===== config.mk =====
export PLATFORM = sky130hd
export DESIGN_NAME = disp_scan_ctrl
export DESIGN_NICKNAME = d
export VERILOG_FILES = /design/src/rtl/disp_scan_ctrl.sv
export SDC_FILE = /design/constraint.sdc
export NUM_CORES = 1
export LEC_CHECK = 0
export CORE_MARGIN = 5
export CORE_UTILIZATION = 53
export CTS_BUF_LIST = sky130_fd_sc_hd__clkbuf_16
export DETAILED_ROUTE_END_ITERATION = 8
export GPL_TIMING_DRIVEN = 0
export PLACE_DENSITY = 0.9
export SYNTH_ARGS = -nofsm -noshare
export SYNTH_HDL_FRONTEND = slang
export SYNTH_SLANG_ARGS = --single-unit

===== constraint.sdc =====
create_clock -name clk -period 3.8 [get_ports clk]
set_input_delay 0.38 -clock clk [delete_from_list [all_inputs] [get_ports clk]]
set_output_delay 0.38 -clock clk [all_outputs]
set_load 0.02 [all_outputs]

===== src/rtl/disp_scan_ctrl.sv =====
// Latches a signed ALU result, converts it to tens/units BCD by repeated
// subtraction, and scans sign/tens/units displays with active-low anodes.
module disp_scan_ctrl #(
    parameter int REFRESH_DIV = 50000,
    parameter int N_DIG       = 3
) (
    input  logic        clk,
    input  logic        reset,
    input  logic        load,
    input  logic [6:0]  mag_in,
    input  logic        neg_in,
    input  logic [1:0]  oper_in,
    output logic        busy,
    output logic        done,
    output logic        ovf,
    output logic [3:0]  D,
    output logic [3:0]  tens,
    output logic        Flag,
    output logic [1:0]  oper,
    output logic [31:0] deco,
    output logic [2:0]  anode
);

    localparam int PW = (REFRESH_DIV > 2) ? $clog2(REFRESH_DIV) : 1;
    localparam logic [PW-1:0] PRE_LAST = PW'(REFRESH_DIV - 1);
    localparam logic [1:0] DIG_LAST = 2'(N_DIG - 1);

    typedef enum logic [1:0] {IDLE, CONV, COMMIT} state_t;

    state_t        state;
    logic [6:0]    work;
    logic [3:0]    tcnt;
    logic          neg_r;
    logic [1:0]    oper_r;
    logic [3:0]    units_r;

    logic [PW-1:0] pre;
    logic [1:0]    dsel;
    logic [1:0]    dnext;
    logic          wrap;

    assign deco = {30'd0, dsel};
    assign wrap = (pre == PRE_LAST);

    always_comb begin
        dnext = dsel;
        if (wrap)
            dnext = (dsel == DIG_LAST) ? 2'd0 : dsel + 2'd1;
    end

    // Scan runs free of the converter; D follows the display being selected.
    always_ff @(posedge clk) begin
        if (reset) begin
            pre   <= '0;
            dsel  <= 2'd0;
            anode <= 3'b110;
            D     <= 4'd0;
        end else begin
            pre  <= wrap ? '0 : pre + PW'(1);
            dsel <= dnext;
            case (dnext)
                2'd1:    begin anode <= 3'b101; D <= tens;    end
                2'd2:    begin anode <= 3'b011; D <= units_r; end
                default: begin anode <= 3'b110; D <= 4'd0;    end
            endcase
        end
    end

    always_ff @(posedge clk) begin
        if (reset) begin
            state   <= IDLE;
            work    <= 7'd0;
            tcnt    <= 4'd0;
            neg_r   <= 1'b0;
            oper_r  <= 2'd0;
            units_r <= 4'd0;
            tens    <= 4'd0;
            Flag    <= 1'b0;
            oper    <= 2'd0;
            busy    <= 1'b0;
            done    <= 1'b0;
            ovf     <= 1'b0;
        end else begin
            done <= 1'b0;
            case (state)
                IDLE: begin
                    if (load) begin
                        work   <= (mag_in > 7'd99) ? 7'd99 : mag_in;
                        ovf    <= (mag_in > 7'd99);
                        neg_r  <= neg_in;
                        oper_r <= oper_in;
                        tcnt   <= 4'd0;
                        busy   <= 1'b1;
                        state  <= CONV;
                    end
                end
                CONV: begin
                    if (work >= 7'd10) begin
                        work <= work - 7'd10;
                        tcnt <= tcnt + 4'd1;
                    end else begin
                        busy  <= 1'b0;
                        state <= COMMIT;
                    end
                end
                COMMIT: begin
                    tens    <= tcnt;
                    units_r <= work[3:0];
                    Flag    <= neg_r;
                    oper    <= oper_r;
                    done    <= 1'b1;
                    state   <= IDLE;
                end
                default: state <= IDLE;
            endcase
        end
    end

endmodule

Word-level counts from Yosys, hierarchy flattened
Index checks and enable logic that the tools add are counted.
Widths: inputs -> output; s select.

word-level totals
  bits of input ports = 13
  register bits after elaboration = 55
  output and inout bits = 49
  logic and storage cells = 56

operators by class
  reductions and logical operators = 7
  add/sub/neg operators = 4
  equality and inequality tests = 9
  magnitude comparators = 2
  muxes and demuxes = 18

operators with widths
  cell                   number
  $mux 7                 3
  $add 16x1->16 const B  1
  $eq 16x16->1 const B   1
  $pmux 4 s2             2
  $pmux 7 s2             1
  $mux 2                 4
  $mux 4                 2
  $ge 7x4->1 const B     1
  $gt 7x7->1 const B     1
  $sub 7x4->7 const B    1
  $eq 2x2->1 const B     3
  $ne 2x2->1 const B     3
  $pmux 3 s2             1
  $reduce_and 3->1       2
  $add 4x1->4 const B    1
  $eq 2x1->1 const B     2
  $pmux 2 s2             1
  $reduce_and 2->1       2
  $mux 1                 3
  $add 2x1->2 const B    1
  $logic_not 2->1        1
  $pmux 1 s2             1
  $reduce_bool 2->1      1
  $reduce_or 2->1        1

Logic depth before layout (Yosys ltp)
  word-level depth = 5
  depth in mapped cells = 8
  depth with buffers taken out = 8

Worst setup path after synthesis
OpenSTA, ideal clock, no wires.

  kind = register -> register
  start point = reg pre[0]
  end point = reg D[0]
  slack = 1.940 ns
  period minus slack after synthesis = 1.860 ns
  library setup time = 0.130 ns
  data required time = 3.670 ns
  buffers on the path = 0
  arrival time = 1.730 ns
  stages on the path, launching flop included = 9
  cell sequence = dfxtp_1 -> ha_1 -> nand3_1 -> nand4b_1 -> mux2i_1 -> inv_1 -> ha_1 -> a22oi_1 -> nor3_1

between the ends
  cells in the longest elaborated chain, start to end = 4
  elaborated cells between the ends (all ways) = 5
  classes of those cells = eq/ne: 3; mux: 2

RTL lines
  what                                             RTL line  source
  start: declaration                               37        logic [PW-1:0] pre;
  start signal: assignment                         59        pre <= wrap ? '0 : pre + PW'(1);
  $eq 16x16->1 *                                   43        assign wrap = (pre == PRE_LAST);
  $mux 2 *                                         47        if (wrap)
  net dnext[0]                                     39        logic [1:0] dnext;
  $eq 2x2->1 / $eq 2x1->1 (equally long branches)  61        case (dnext)
  $pmux 4 s2 *                                     61
  end signal: assignment                           62        2'd1: begin anode <= 3'b101; D <= tens; end
  end signal: assignment                           63        2'd2: begin anode <= 3'b011; D <= units_r; end
  end signal: assignment                           64        default: begin anode <= 3'b110; D <= 4'd0; end
  end: declaration                                 16        output logic [3:0] D,

Mark *: on every way through the listed nets, which the timed path passes. The rest lies on a longest branch.
A chain may end at the register's enable or synchronous reset.

Worst setup path after layout
Same ends and word-level chain as after synthesis.

==> impl_metrics.yaml <==
run_status:
  outcome: "finished clean"
global_route:
  first_global_vias: 2115
  gr-usage-all-layers_pct: 18.06
  maximum_number_of_pins_on_one_net_before_global_route_repair: 16
  grt_antenna_before_repair: 0
  grt_pass1_wl_mm: 9.225
  overflow: 0
logic_synthesis:
  synthDominantAreaCellType: "sky130_fd_sc_hd__dfxtp_1"
  seq_area_frac_synth_pct: 43.29
  area_share_of_the_leading_cell_type_in_the_synthesized_netlist_pct: 43.29
  number_of_synthesized_register_bits: 55
  avgSynthCellArea_um2: 8.395
  synth.yosys.warnings: 0
  ys_top_cells_by_area: "sky130_fd_sc_hd__dfxtp_1 (43%), sky130_fd_sc_hd__buf_4 (8.9%), sky130_fd_sc_hd__nand2_1 (5.8%)"
  synthDistinctLibCells: 42
  synthCells: 303
  async_reset_ff_share_pct: 0
  synthFlopType: "sky130_fd_sc_hd__dfxtp_1"
  number_of_synthesized_flops_with_an_enable_pin: 0
  syn-cell-area_mm2: 0.002544
timing:
  tightest_slew_ns: 0.5334
  totalNegativeSetupSlack_ns: 0
  number_of_max_slew_violations_in_the_final_report: 0
  rsz_0062_raised_after_global_routing: "false"
  clock.fmax_ghz: 0.4554
  post_route_fraction_of_the_period_consumed_by_the_critical_path_pct: 57.79
  min_period_ns: 2.196
  fin_worst_skew_ns: 0.008121
  hold_viol: 0
  final-setup-viol-count: 0
  slew_headroom_pct: 64.44
cells_and_area:
  area_delta_synth_final_pct: 24.35
  drive_above_1_share_pct: 12.74
  most-common-layout-cells: "sky130_fd_sc_hd__dfxtp_1 (55), sky130_fd_sc_hd__nand2_1 (39), sky130_fd_sc_hd__clkdlybuf4s50_1 (31), sky130_fd_sc_hd__buf_4 (30), sky130_fd_sc_hd__conb_1 (30)"
  layout.cells.most_common: "sky130_fd_sc_hd__dfxtp_1"
  layout.nets: 388
  number_of_antenna_diodes: 0
clock_network:
  cts.sink_count: 55
  ctsLongestPathBuffers: 2
  tritoncts_clock_tree: "built"
  cts_made_buffers: 5
  cts_resized: 0
  insertion_delay_ns: 0.29
  buffers_inserted_during_post_cts_setup_optimization: 0
  holdBufCountCts: 0
  htree_levels: 2
  clock-root-buffer: "sky130_fd_sc_hd__clkbuf_16"
  clk_transition_reported_paths_ns: 0.06
critical_path:
  cp-end-kind: "flip-flop"
  critPathLaunchType: "flip-flop"
  critical_path.cell_chain: "ha_1 > nand3_1 > nand4b_1 > mux2i_1 > inv_1 > ha_1 > nor3_1"
  timing.critical_path.slowest_stage_cell: "sky130_fd_sc_hd__dfxtp_1"
  critical_path_required_ns: 3.99
  worst_path_most_repeated_cell: "sky130_fd_sc_hd__ha_1"
  worstPathArrival_ns: 2.39
  timing_worst_setup_path_type: "reg2reg"
  path_max_fanout: 5
  slowest_delay_ns: 0.35
power:
  p_total_mw: 1.270
  cellLeakagePower_nw: 1.288
  pwr_density_cell_mw_per_mm2: 401.6
  power.ir.vdd_worst_v: 0.0003249
drt:
  drt-wirelength-per-cell_um: 12.62
  vias: 2188
  drtPass1Iterations: 4
  detail_route.wirelength_mm: 5.338
  vias_per_cell: 5.173
  remaining_number_of_nets_flagged_by_the_antenna_check_after_routing: 0
  route.detailed.drc: 0
  drtIter0Drc: 95
floorplanning:
  die_h_um: 79.28
  design.die.area_mm2: 0.006285
  start_util_pct: 54.21
  core_area_mm2: 0.004692
  floorplan.die.width_um: 79.28
  ios: 62
  placementRows: 25
placement:
  routabilityCongestion: 0.7845
  io_buffers: 31
  dpl.hpwl_mm: 3.988
job:
  cap_violations: 0
min_path:
  hp-class: "reg2reg"
[through the flow]
step | instance area [um^2] | util [%] | setup WS (ns) | instances | hold slack, ns
after floorplan | 2653 | - | 1.940 | 332 | 0.4129
after global placement | 3030 | 64.59 | 1.721 | 417 | 0.4234
after detailed placement | 3030 | 64.59 | 1.610 | 417 | 0.4458
after CTS | 3163 | 67.41 | 1.590 | 423 | 0.4551
after global routing | 3163 | 67.41 | 1.375 | 423 | 0.4740
final | 3163 | 67.41 | 1.604 | 423 | 0.4479
[final cells by class]
cell class	count	area [um^2]
repair buffers	31	310.3
clock inverters	1	7.507
inverters	7	26.28
plain buffers	44	291.5
clock buffers	5	125.1
flip-flops and latches	55	1101
multi-input cells	226	1234
well taps	54	67.56
fillers	397	1529
[per-layer routing]
layer | routed length [um] | vias to the layer above | GRT usage, % | share of wire (%)
met1 | 2265 | 1000 | 21.88 | 42
met3 | 365 | 6 | 4.535 | 6.8
met5 | 0 | - | 0 | 0
met2 | 2661 | 70 | 32.24 | 50
met4 | 46 | 0 | 3.780 | 0.86
li1 | - | 1112 | - | -
[synth_stat cells, types with 4 or more instances]
library cell and number:
sky130_fd_sc_hd__nand3_1 11, sky130_fd_sc_hd__clkbuf_1 6, sky130_fd_sc_hd__dfxtp_1 55, sky130_fd_sc_hd__and3_1 4, sky130_fd_sc_hd__ha_1 5, sky130_fd_sc_hd__buf_4 30
sky130_fd_sc_hd__nor2b_1 4, sky130_fd_sc_hd__nand2b_1 7, sky130_fd_sc_hd__nor2_1 25, sky130_fd_sc_hd__a31oi_1 4, sky130_fd_sc_hd__a22oi_1 5, sky130_fd_sc_hd__a21oi_1 28
sky130_fd_sc_hd__xor2_1 9, sky130_fd_sc_hd__nand2_1 39, sky130_fd_sc_hd__inv_1 7, sky130_fd_sc_hd__buf_2 5, sky130_fd_sc_hd__o21ai_0 9, sky130_fd_sc_hd__nand4_1 8
sky130_fd_sc_hd__nor3_1 10, sky130_fd_sc_hd__or3_1 5
[path summary, 6_finish.rpt]
| path | startpoint | endpoint | slack [ns] | cells after the start |
|---|---|---|---|---|
| worst max-delay path | pre[0] | D[0] | 1.60 | 7 |
| worst min-delay path | pre[0] | pre[0] | 0.45 | 1 |
| worst max register to register | pre[0] | D[0] | 1.60 | 7 |
| worst min register to register | pre[0] | pre[0] | 0.45 | 1 |
[registers in the layout, summed over array words and instances, names as in the netlist, 3 cells and up]
signal   cells
tens         4
pre         16
work         7
units_r      4
tcnt         4
anode        3
D            4
[critical path, delay by kind of cell, from the launching register on]
family / cells / cell delay [ns]
simple gates: 3 / 0.71
mux: 1 / 0.32
buf+inv: 1 / 0.09
flops: 1 / 0.35
fa+ha+maj: 2 / 0.64
[cells by family after synthesis]
logic type,after synthesis,share of synthesized area (%)
flip-flops,55,43.29
AND/OR/NAND/NOR,124,24.30
AO/OA/AOI/OAI,53,12.30
adder cells (fa/ha/maj),5,2.459
other,1,0.1474
buffers and inverters,51,12.49
XOR/XNOR,11,3.788
multiplexers,3,1.230
[power breakdown]
part	internal, mW	total [mW]	switching, mW
Sequential	0.602	0.630	0.0273
Clock	0.237	0.424	0.187
Combinational	0.0921	0.217	0.125
Total	0.931	1.27	0.339
No activity file was read; power rests on OpenSTA's default activity.
